**src/rtl/sdram_port_arbiter_if.sv**
```systemverilog
`default_nettype none
// ============================================================================
// Module      : sdram_port_arbiter_if
// Description : Avalon-MM bus bundle shared by the two arbiter masters and
//               the SDRAM-side port.
//               Signals are address, read, write, writedata (driven by the
//               bus master) and waitrequest, readdata, readdatavalid
//               (driven by the slave).
//               modport master : the side that issues transfers
//               modport slave  : the side that answers them
// Revision    : 1.0 - initial release
// ============================================================================
interface sdram_port_arbiter_if #(
  parameter int ADDR_W = 32,
  parameter int DATA_W = 32
) ();
  logic [ADDR_W-1:0] address;
  logic              read;
  logic              write;
  logic [DATA_W-1:0] writedata;
  logic              waitrequest;
  logic [DATA_W-1:0] readdata;
  logic              readdatavalid;

  modport master (
    output address, read, write, writedata,
    input  waitrequest, readdata, readdatavalid
  );

  modport slave (
    input  address, read, write, writedata,
    output waitrequest, readdata, readdatavalid
  );
endinterface
`default_nettype wire

```
**src/rtl/sdram_port_arbiter.sv**
```systemverilog
`default_nettype none
// ============================================================================
// Module      : sdram_port_arbiter
// Description : Shares one SDRAM Avalon-MM port between two masters
//               (m0 = word-copy accelerator, m1 = CPU/NN path).
//               Round-robin grant held for a whole transfer; a tag FIFO
//               routes pipelined read responses back to the issuing master.
//               Optional macro ARB_FIXED_PRIO_EN: m0 always wins a tie.
// Ports       : clk   - clock
//               rst_n - asynchronous active-low reset
//               m0    - slave modport facing master 0
//               m1    - slave modport facing master 1
//               s     - master modport facing the SDRAM controller
// Revision    : 1.0 - initial release
// ============================================================================
module sdram_port_arbiter #(
  parameter int ADDR_W    = 32,
  parameter int DATA_W    = 32,
  parameter int TAG_DEPTH = 4
) (
  input  logic                  clk,
  input  logic                  rst_n,
  sdram_port_arbiter_if.slave   m0,
  sdram_port_arbiter_if.slave   m1,
  sdram_port_arbiter_if.master  s
);

  localparam int               c_PTR_W   = $clog2(TAG_DEPTH);
  localparam logic [c_PTR_W:0] c_FULL    = (c_PTR_W+1)'(TAG_DEPTH);
  localparam logic [c_PTR_W:0] c_CNT_ONE = (c_PTR_W+1)'(1);
  localparam logic [c_PTR_W-1:0] c_PTR_ONE = c_PTR_W'(1);

  typedef enum logic [1:0] {
    ARB  = 2'd0,
    OWN0 = 2'd1,
    OWN1 = 2'd2
  } state_t;

  state_t                r_state;
  state_t                w_state_nxt;
  logic                  r_last;
  logic [TAG_DEPTH-1:0]  r_tag_mem;
  logic [c_PTR_W-1:0]    r_wr_ptr;
  logic [c_PTR_W-1:0]    r_rd_ptr;
  logic [c_PTR_W:0]      r_count;
  logic                  r_resp_err;

  logic                  w_full;
  logic                  w_empty;
  logic                  w_m0_req;
  logic                  w_m1_req;
  logic                  w_accept;
  logic                  w_push;
  logic                  w_pop;
  logic                  w_head;
  logic [ADDR_W-1:0]     w_s_address;
  logic                  w_s_read;
  logic                  w_s_write;
  logic [DATA_W-1:0]     w_s_writedata;
  logic                  w_m0_wait;
  logic                  w_m1_wait;
  logic                  w_m0_rdv;
  logic                  w_m1_rdv;

  assign w_full  = (r_count == c_FULL);
  assign w_empty = (r_count == '0);

  // A read cannot be issued while every tag slot is in use; a write still
  // can, so a read+write request stays eligible through the write.
  assign w_m0_req = m0.write | (m0.read & ~w_full);
  assign w_m1_req = m1.write | (m1.read & ~w_full);

  always_comb begin
    w_state_nxt   = r_state;
    w_s_address   = '0;
    w_s_read      = 1'b0;
    w_s_write     = 1'b0;
    w_s_writedata = '0;
    w_m0_wait     = 1'b1;
    w_m1_wait     = 1'b1;
    w_accept      = 1'b0;

    unique case (r_state)
      ARB: begin
        if (w_m0_req && w_m1_req) begin
`ifdef ARB_FIXED_PRIO_EN
          w_state_nxt = OWN0;
`else
          // Tie goes to whichever master was not served last.
          w_state_nxt = r_last ? OWN0 : OWN1;
`endif
        end else if (w_m0_req) begin
          w_state_nxt = OWN0;
        end else if (w_m1_req) begin
          w_state_nxt = OWN1;
        end
      end

      OWN0: begin
        w_s_address   = m0.address;
        w_s_write     = m0.write;
        w_s_read      = m0.read & ~m0.write;  // write wins over read
        w_s_writedata = m0.writedata;
        w_m0_wait     = s.waitrequest;
        w_accept      = (w_s_read | w_s_write) & ~s.waitrequest;
        // Leaving without acceptance covers a master that abandons its
        // request mid-stall.
        if (w_accept || !w_m0_req) w_state_nxt = ARB;
      end

      OWN1: begin
        w_s_address   = m1.address;
        w_s_write     = m1.write;
        w_s_read      = m1.read & ~m1.write;
        w_s_writedata = m1.writedata;
        w_m1_wait     = s.waitrequest;
        w_accept      = (w_s_read | w_s_write) & ~s.waitrequest;
        if (w_accept || !w_m1_req) w_state_nxt = ARB;
      end

      default: w_state_nxt = ARB;
    endcase
  end

  assign w_push = w_accept & w_s_read;
  // A response with no outstanding tag is dropped rather than routed.
  assign w_pop  = s.readdatavalid & ~w_empty;
  assign w_head = r_tag_mem[r_rd_ptr];

  assign w_m0_rdv = w_pop & ~w_head;
  assign w_m1_rdv = w_pop &  w_head;

  assign s.address     = w_s_address;
  assign s.read        = w_s_read;
  assign s.write       = w_s_write;
  assign s.writedata   = w_s_writedata;

  assign m0.waitrequest   = w_m0_wait;
  assign m1.waitrequest   = w_m1_wait;
  assign m0.readdatavalid = w_m0_rdv;
  assign m1.readdatavalid = w_m1_rdv;
  assign m0.readdata      = w_m0_rdv ? s.readdata : '0;
  assign m1.readdata      = w_m1_rdv ? s.readdata : '0;

  always_ff @(posedge clk or negedge rst_n) begin
    if (!rst_n) begin
      r_state    <= ARB;
      r_last     <= 1'b1;
      r_tag_mem  <= '0;
      r_wr_ptr   <= '0;
      r_rd_ptr   <= '0;
      r_count    <= '0;
      r_resp_err <= 1'b0;
    end else begin
      r_state <= w_state_nxt;

      if (w_accept) r_last <= (r_state == OWN1);

      if (w_push) begin
        r_tag_mem[r_wr_ptr] <= (r_state == OWN1);
        r_wr_ptr            <= r_wr_ptr + c_PTR_ONE;
      end

      if (w_pop) r_rd_ptr <= r_rd_ptr + c_PTR_ONE;

      // Push eligibility was decided on the start-of-cycle count, so a
      // simultaneous push and pop simply leaves the count alone.
      unique case ({w_push, w_pop})
        2'b10:   r_count <= r_count + c_CNT_ONE;
        2'b01:   r_count <= r_count - c_CNT_ONE;
        default: r_count <= r_count;
      endcase

      if (s.readdatavalid && w_empty) r_resp_err <= 1'b1;
    end
  end

endmodule
`default_nettype wire

```
**src/flat_wrapper.sv**
```systemverilog
// flat-port wrapper written by rule: the top's interface ports become plain ports
module sdram_port_arbiter_flat 
#(
  parameter int ADDR_W    = 32,
  parameter int DATA_W    = 32,
  parameter int TAG_DEPTH = 4
)
  (clk, rst_n, m0_address, m0_read, m0_write, m0_writedata, m0_waitrequest, m0_readdata, m0_readdatavalid, m1_address, m1_read, m1_write, m1_writedata, m1_waitrequest, m1_readdata, m1_readdatavalid, s_address, s_read, s_write, s_writedata, s_waitrequest, s_readdata, s_readdatavalid);
  sdram_port_arbiter_if #(.ADDR_W(ADDR_W), .DATA_W(DATA_W)) m0_i ();
  sdram_port_arbiter_if #(.ADDR_W(ADDR_W), .DATA_W(DATA_W)) m1_i ();
  sdram_port_arbiter_if #(.ADDR_W(ADDR_W), .DATA_W(DATA_W)) s_i ();
  input  logic clk;
  input  logic rst_n;
  input wire logic [$bits(m0_i.address)-1:0] m0_address;
  input wire logic [$bits(m0_i.read)-1:0] m0_read;
  input wire logic [$bits(m0_i.write)-1:0] m0_write;
  input wire logic [$bits(m0_i.writedata)-1:0] m0_writedata;
  output wire logic [$bits(m0_i.waitrequest)-1:0] m0_waitrequest;
  output wire logic [$bits(m0_i.readdata)-1:0] m0_readdata;
  output wire logic [$bits(m0_i.readdatavalid)-1:0] m0_readdatavalid;
  input wire logic [$bits(m1_i.address)-1:0] m1_address;
  input wire logic [$bits(m1_i.read)-1:0] m1_read;
  input wire logic [$bits(m1_i.write)-1:0] m1_write;
  input wire logic [$bits(m1_i.writedata)-1:0] m1_writedata;
  output wire logic [$bits(m1_i.waitrequest)-1:0] m1_waitrequest;
  output wire logic [$bits(m1_i.readdata)-1:0] m1_readdata;
  output wire logic [$bits(m1_i.readdatavalid)-1:0] m1_readdatavalid;
  output wire logic [$bits(s_i.address)-1:0] s_address;
  output wire logic [$bits(s_i.read)-1:0] s_read;
  output wire logic [$bits(s_i.write)-1:0] s_write;
  output wire logic [$bits(s_i.writedata)-1:0] s_writedata;
  input wire logic [$bits(s_i.waitrequest)-1:0] s_waitrequest;
  input wire logic [$bits(s_i.readdata)-1:0] s_readdata;
  input wire logic [$bits(s_i.readdatavalid)-1:0] s_readdatavalid;
  assign m0_i.address = m0_address;
  assign m0_i.read = m0_read;
  assign m0_i.write = m0_write;
  assign m0_i.writedata = m0_writedata;
  assign m0_waitrequest = m0_i.waitrequest;
  assign m0_readdata = m0_i.readdata;
  assign m0_readdatavalid = m0_i.readdatavalid;
  assign m1_i.address = m1_address;
  assign m1_i.read = m1_read;
  assign m1_i.write = m1_write;
  assign m1_i.writedata = m1_writedata;
  assign m1_waitrequest = m1_i.waitrequest;
  assign m1_readdata = m1_i.readdata;
  assign m1_readdatavalid = m1_i.readdatavalid;
  assign s_address = s_i.address;
  assign s_read = s_i.read;
  assign s_write = s_i.write;
  assign s_writedata = s_i.writedata;
  assign s_i.waitrequest = s_waitrequest;
  assign s_i.readdata = s_readdata;
  assign s_i.readdatavalid = s_readdatavalid;
  sdram_port_arbiter #(.ADDR_W(ADDR_W), .DATA_W(DATA_W), .TAG_DEPTH(TAG_DEPTH)) u_core (.clk(clk), .rst_n(rst_n), .m0(m0_i), .m1(m1_i), .s(s_i));
endmodule
```
**config.mk**
```make
export PLATFORM = sky130hd
export DESIGN_NAME = sdram_port_arbiter_flat
export DESIGN_NICKNAME = d
export VERILOG_FILES = /design/src/rtl/sdram_port_arbiter_if.sv /design/src/rtl/sdram_port_arbiter.sv /design/src/flat_wrapper.sv
export SDC_FILE = /design/constraint.sdc
export NUM_CORES = 1
export LEC_CHECK = 0
export CAP_MARGIN = 20
export CORE_AREA = 2 2 116 118
export CTS_CLUSTER_DIAMETER = 30
export DETAILED_ROUTE_END_ITERATION = 10
export DIE_AREA = 0 0 118 120
export GPL_TIMING_DRIVEN = 0
export SLEW_MARGIN = 20
export SYNTH_ARGS = -nofsm -noshare
export SYNTH_HDL_FRONTEND = slang
export SYNTH_SLANG_ARGS = --single-unit
```
**constraint.sdc**
```tcl
create_clock -name clk -period 2.7 [get_ports clk]
set_clock_uncertainty 0.15 [all_clocks]
set_input_delay 0.675 -clock clk [delete_from_list [all_inputs] [get_ports clk]]
set_output_delay 0.675 -clock clk [all_outputs]
set_load 0.02 [all_outputs]
```
[Word level (Yosys, flattened, before mapping)]
Index checks and enable logic that the tools add are counted.
W data, S select, Z words.
Storage, ports and cells
  input bits: 168
  flip-flop bits (word level): 14
  logic and storage cells: 73
  output and inout port bits: 134
Cells by class
  $add $sub $neg: 4
  mux-type cells: 22
  order comparisons: 3
  reduce and logical (&&, ||, !) cells: 10
  equality and inequality tests: 8
  bitwise logic cells: 20
Operators with widths (number)
  $pmux W32 S2: 2
  $mux W32: 2
  $mux W2: 6
  $and A1 B1 Y1: 10
  $lt A2 B3 Y1 const B: 2
  $not A1 Y1: 6
  $pmux W1 S2: 3
  $pmux W2 S3: 1
  $pmux W3 S2: 1
  $add A2 B1 Y2 const B: 2
  $bwmux W4: 1
  $eq A2 B1 Y1 const B: 2
  $eq A2 B2 Y1 const B: 2
  $mux W1: 4
  $ne A2 B1 Y1 const B: 2
  $ne A4 B1 Y1 const B: 1
  $or A1 B1 Y1: 4
  $add A3 B1 Y3 const B: 1
  $eq A3 B3 Y1 const B: 1
  $logic_not A3 Y1: 1
  $reduce_and A3 Y1: 1
  $sub A3 B1 Y3 const B: 1
  $bmux W1 S2: 1
  $demux W1 S2: 1
  other kinds (6): 9

[Depth between registers and ports, before layout]
Gate-level depths: netlist of the first run.
  word-level depth: 8
  depth in mapped cells: 13
  gate-level depth less buffers: 12

[Worst setup path before layout of the first run]
OpenSTA, ideal clock, no wires.
  path type: in2reg
  from: input port s_waitrequest
  to: register u_core.r_count[2]
  data required time: 2.471 ns
  path slack: 0.143 ns
  data arrival time: 2.328 ns
  cell stages on the path: 10
  library setup time: 0.079 ns
  path through: nand2b_1 > o22ai_2 > and2_1 > inv_1 > ha_1 > inv_1 > fa_1 > xor2_1 > nor2_1 > xor2_1
On the way
  longest elaborated chain between the ends: 6
  elaborated cells between the ends (all ways): 9
  those cells by class: eq/ne (2); mux (2); bitwise (4); reduce/logical (1)
RTL lines
  from (decl): line flat_wrapper.sv:32  | input wire logic [$bits(s_i.waitrequest)-1:0] s_waitrequest;
  $not A1 Y1 (*): line sdram_port_arbiter.sv:105, sdram_port_arbiter.sv:117
  $and A1 B1 Y1 (on tied branches): line sdram_port_arbiter.sv:117, sdram_port_arbiter.sv:105
  $pmux W1 S2 (*): line sdram_port_arbiter.sv:83  | unique case (r_state)
  $and A1 B1 Y1 (*): line sdram_port_arbiter.sv:125  | assign w_push = w_accept & w_s_read;
  $eq A2 B1 Y1 or $eq A2 B2 Y1 (tied branches): line sdram_port_arbiter.sv:168  | unique case ({w_push, w_pop})
  $pmux W3 S2 or $reduce_bool A2 Y1 (tied branches)
  to (signal assigned): line sdram_port_arbiter.sv:169  | 2'b10: r_count <= r_count + c_CNT_ONE;
  to (signal assigned): line sdram_port_arbiter.sv:170  | 2'b01: r_count <= r_count - c_CNT_ONE;
  to (signal assigned): line sdram_port_arbiter.sv:171  | default: r_count <= r_count;
  to (decl): line sdram_port_arbiter.sv:45  | logic [c_PTR_W:0] r_count;
Mark *: on every way between the ends. The rest lies on a longest branch, timed or not.
A chain may end at the register's enable or synchronous reset.

[Final worst setup path of the first run]
  from: register u_core.r_rd_ptr[0]
  to: output port m0_readdata[23]
On the way
  longest elaborated chain between the ends: 5
RTL lines
  from (decl): line sdram_port_arbiter.sv:44  | logic [c_PTR_W-1:0] r_rd_ptr;
  from (signal assigned): line sdram_port_arbiter.sv:164  | if (w_pop) r_rd_ptr <= r_rd_ptr + c_PTR_ONE;
  $bmux W1 S2: line sdram_port_arbiter.sv:128  | assign w_head = r_tag_mem[r_rd_ptr];
  $mux W1 (not written as such): line sdram_port_arbiter.sv:128
  $not A1 Y1: line sdram_port_arbiter.sv:130  | assign w_m0_rdv = w_pop & ~w_head;
  $and A1 B1 Y1: line sdram_port_arbiter.sv:130
  $mux W32: line sdram_port_arbiter.sv:142  | assign m0.readdata = w_m0_rdv ? s.readdata : '0;
  to (decl): line flat_wrapper.sv:19  | output wire logic [$bits(m0_i.readdata)-1:0] m0_readdata;
Every way passes these cells. The select of a mux whose other input is x is not followed.

==> impl_metrics.xml, run 1 <==
<?xml version="1.0" encoding="UTF-8"?>
<metrics>
  <group name="detailed_routing">
    <metric name="wirelength" unit="microns">12800</metric>
    <metric name="first_iter_violations" unit="">93</metric>
    <metric name="route.met2.wl" unit="microns">7050</metric>
    <metric name="drt_first_pass_iters" unit="">6</metric>
    <metric name="top_signal_layer_used" unit="">met4</metric>
    <metric name="route.vias.total" unit="">3587</metric>
    <metric name="detail_route.vias_per_cell" unit="">4.44</metric>
    <metric name="drt-wirelength-per-cell" unit="microns">15.8</metric>
    <metric name="sum_of_met3_wire_segment_lengths_after_detailed_routing" unit="microns">822</metric>
    <metric name="postRouteAntennaNets" unit="">0</metric>
    <metric name="drt-met1-wl" unit="microns">4710</metric>
    <metric name="drc" unit="">0</metric>
  </group>
  <group name="logic_synthesis">
    <metric name="synth_top_area_cell" unit="">sky130_fd_sc_hd__a22oi_1</metric>
    <metric name="synth.area.top_cells" unit="">sky130_fd_sc_hd__a22oi_1 21%, sky130_fd_sc_hd__nor2b_1 18%, sky130_fd_sc_hd__dfrtp_1 14%</metric>
    <metric name="postSynthAreaPerCell" unit="sq um">7.55</metric>
    <metric name="yosysWarningCount" unit="">0</metric>
    <metric name="synth_cells" unit="">306</metric>
    <metric name="seq_area_frac_synth" unit="">0.152</metric>
    <metric name="synth_top_flop_cell" unit="">sky130_fd_sc_hd__dfrtp_1</metric>
    <metric name="asyncSetResetFlopFracSynth" unit="">1.00</metric>
    <metric name="netlist.area_leader.share" unit="">0.211</metric>
    <metric name="synth.cells.most_frequent" unit="">65 x sky130_fd_sc_hd__a22oi_1, 65 x sky130_fd_sc_hd__nor2b_1, 34 x sky130_fd_sc_hd__and2_1</metric>
    <metric name="postSynthRegisterBits" unit="">14</metric>
    <metric name="synthesis.nets" unit="">483</metric>
    <metric name="synth.lib_cells_used.distinct" unit="">36</metric>
    <metric name="synth.cell_area" unit="sq mm">0.00231</metric>
    <metric name="synth_edf_count" unit="">0</metric>
  </group>
  <group name="clocking">
    <metric name="insertion_delay" unit="ns">0.24</metric>
    <metric name="tritoncts" unit="">yes</metric>
    <metric name="cts.htree.levels" unit="">1</metric>
    <metric name="clk_root_buffer_cell" unit="">sky130_fd_sc_hd__clkbuf_16</metric>
    <metric name="max-clock-path-buffers" unit="">2</metric>
    <metric name="clk_pin_slew" unit="ns">0.04</metric>
    <metric name="number_of_cts_inserted_buffers" unit="">3</metric>
    <metric name="clock_sink_count" unit="">14</metric>
  </group>
  <group name="setup_path">
    <metric name="setup.worst_path.class" unit="">reg -&gt; out</metric>
    <metric name="timing.critical_path.from_type" unit="">flop</metric>
    <metric name="path_cells" unit="">mux4_2, buf_6, nor2_4, buf_6, buf_6, and2_4, buf_6</metric>
    <metric name="r2r_cells" unit="">13</metric>
    <metric name="worst-endpoint-required" unit="ns">1.88</metric>
    <metric name="worst_stage_delay_on_the_critical_path" unit="ns">0.53</metric>
    <metric name="cp.arrival" unit="ns">1.88</metric>
    <metric name="path_max_fanout" unit="">5</metric>
    <metric name="highest_delay_cell_along_the_critical_path" unit="">sky130_fd_sc_hd__mux4_2</metric>
    <metric name="cp_endpoint_kind" unit="">output pin</metric>
    <metric name="timing.critical_path.mode_cell" unit="">sky130_fd_sc_hd__buf_6</metric>
  </group>
  <group name="place">
    <metric name="placed_cell_area" unit="sq mm">0.00554</metric>
    <metric name="place_inst" unit="">783</metric>
    <metric name="post-dp-hpwl" unit="microns">10600</metric>
    <metric name="io_buffers" unit="">301</metric>
    <metric name="place_congestion" unit="">0.798</metric>
  </group>
  <group name="global_routing">
    <metric name="grt_max_degree" unit="">15</metric>
    <metric name="groute.usage.overall" unit="">0.167</metric>
    <metric name="antenna_found_initial" unit="">0</metric>
    <metric name="globalRouteOverflowTotal" unit="">0</metric>
    <metric name="grt_pass1_wl" unit="microns">19200</metric>
    <metric name="grt_pass1_vias" unit="">3706</metric>
  </group>
  <group name="run">
    <metric name="maxCapViolCount" unit="">0</metric>
  </group>
  <group name="floorplan">
    <metric name="placeableCoreArea" unit="sq mm">0.0130</metric>
    <metric name="dieArea" unit="sq mm">0.0142</metric>
    <metric name="design.portCount" unit="">302</metric>
    <metric name="initial_utilization" unit="">0.178</metric>
    <metric name="dieHeight" unit="microns">120</metric>
    <metric name="die_w" unit="microns">118</metric>
    <metric name="fp_rows" unit="">42</metric>
  </group>
  <group name="sta">
    <metric name="finalHoldViolCount" unit="">0</metric>
    <metric name="finalCriticalPeriod" unit="ns">2.70</metric>
    <metric name="timing.final.max_slew_violations" unit="">0</metric>
    <metric name="timing.max_slew.rel_slack" unit="">0.599</metric>
    <metric name="layout_worst_path_cycle_share" unit="">1.00</metric>
    <metric name="maxClockFrequency" unit="MHz">370</metric>
    <metric name="worst_slew_pin_slew" unit="ns">0.600</metric>
    <metric name="postLayoutSetupSlackWorst" unit="ns">-0.00204</metric>
    <metric name="rsz_0062_raised_after_global_routing" unit="">true</metric>
    <metric name="setup_violations" unit="">2</metric>
  </group>
  <group name="final_layout">
    <metric name="fin_nets" unit="">809</metric>
    <metric name="antenna_cells_inserted" unit="">0</metric>
    <metric name="layout-drive-gt1-share" unit="">0.341</metric>
    <metric name="design_area" unit="sq mm">0.00571</metric>
    <metric name="final_util" unit="">0.440</metric>
    <metric name="final-instance-count-excl-fill" unit="">807</metric>
    <metric name="area.growth.synth_to_final" unit="%">147</metric>
  </group>
  <group name="power">
    <metric name="vdd.ir_drop.worst" unit="mV">0.401</metric>
    <metric name="power.leakage" unit="uW">0.00257</metric>
    <metric name="cellPowerDensity" unit="mW/mm^2">740</metric>
  </group>
  <group name="hold_path">
    <metric name="hold-path-cell-count" unit="">1</metric>
    <metric name="min_path_type" unit="">reg -&gt; reg</metric>
  </group>
  <group name="run_status">
    <metric name="outcome" unit="">complete, but fails checks</metric>
    <metric name="failing_checks" unit="">negative setup slack</metric>
  </group>
</metrics>
[state kept, by name, summed over array words and instances (netlist names)]
| name | cells |
|---|---|
| u_core.r_wr_ptr | 2 |
| u_core.r_last | 1 |
| u_core.r_rd_ptr | 2 |
| u_core.r_state | 2 |
| u_core.r_count | 3 |
| u_core.r_tag_mem | 4 |
[layout by cell type (no fill, tap or decap), types with 4 or more instances in the layout]
cell type                         count
sky130_fd_sc_hd__clkbuf_8             4
sky130_fd_sc_hd__clkdlybuf4s15_2     24
sky130_fd_sc_hd__clkdlybuf4s15_1      7
sky130_fd_sc_hd__and3_1              32
sky130_fd_sc_hd__nor2b_1             64
sky130_fd_sc_hd__clkbuf_4             8
sky130_fd_sc_hd__nand2_1              4
sky130_fd_sc_hd__and2_4              15
sky130_fd_sc_hd__clkbuf_2            26
sky130_fd_sc_hd__inv_1                6
sky130_fd_sc_hd__and2_1              19
sky130_fd_sc_hd__clkdlybuf4s50_1    162
sky130_fd_sc_hd__dlygate4sd2_1       10
sky130_fd_sc_hd__ha_1                 6
sky130_fd_sc_hd__xnor2_1              4
sky130_fd_sc_hd__buf_4               21
sky130_fd_sc_hd__buf_2               57
sky130_fd_sc_hd__dfrtp_1             12
sky130_fd_sc_hd__buf_6               30
sky130_fd_sc_hd__a22oi_1             62
sky130_fd_sc_hd__nand3_1              5
[power breakdown]
group,switching (uW),internal [uW]
clock network,77.6,199
registers,88.1,301
logic,1840,1720
[cells by family after synthesis]
family,share of synthesized area
compound gates,0.253
xor+xnor,0.0227
mux,0.0379
buf+inv,0.0671
flops,0.152
fa+ha+maj,0.0520
simple gates,0.415
[repair_timing]
action,4_1_cts,5_1_grt
pin swaps,5,13
gates resized for setup,528,82
gates cloned,0,2
setup buffers,11,7
hold buffers,0,0
endpoints found under the setup margin,136,118
[routing by layer]
metal / global-route usage / vias to the layer above
met5: 0 / -
met4: 0.0414 / 0
met3: 0.0356 / 14
met2: 0.330 / 146
met1: 0.179 / 1674
li1: - / 1753
[metrics by stage]
step           total power [uW]  setup WS [ns]  TNS (ns)  hold WS [ns]
2_1_floorplan              2270          0.143         0         0.229
3_3_place_gp               3730         -0.785    -76.23         0.323
3_5_place_dp               3760         -0.781    -77.97         0.346
4_1_cts                    4170        -0.0574     -1.50         0.356
5_1_grt                    4530        -0.0924     -2.36         0.372
6_report                   4230       -0.00204  -0.00301         0.346
[path summary, 6_finish.rpt]
path,endpoint,from,slack [ns]
min reg2reg,u_core.r_tag_mem[3]$_DFFE_PN0P_,u_core.r_tag_mem[3]$_DFFE_PN0P_,0.35
max reg2reg,u_core.r_count[2]$_DFFE_PN0P_,u_core.r_state[0]$_DFFE_PN0P_,0.18
min,u_core.r_tag_mem[3]$_DFFE_PN0P_,u_core.r_tag_mem[3]$_DFFE_PN0P_,0.35
max in group asynchronous,u_core.r_count[1]$_DFFE_PN0P_,rst_n,1.30
max,m0_readdata[23],u_core.r_rd_ptr[0]$_DFFE_PN0P_,-0.002
min in group asynchronous,u_core.r_tag_mem[1]$_DFFE_PN0P_,rst_n,0.66
[critical path, delay by kind of cell, from the launching register on]
| kind | cells | cell delay, ns |
|---|---|---|
| multiplexers | 1 | 0.53 |
| flip-flops | 1 | 0.37 |
| buffers and inverters | 4 | 0.49 |
| AND/OR/NAND/NOR | 2 | 0.25 |
[area by class of cell]
cell class	count	area, sq um
fillers	1343	7270
repair buffers	321	2840
multi-input cells	252	1930
flip-flops and latches	14	353
plain buffers	31	258
well taps	176	220
clock buffers	4	78.8
inverters	9	33.8
(Power assumes the default switching activity.)
==> run 2, diff against run 1 <==
CTS_CLUSTER_SIZE = 16   (was default)
SLEW_MARGIN = default   (was 20)
==> results of run 2 <==
Same layout as run 1: the final DEF is identical, and so are final timing and power.
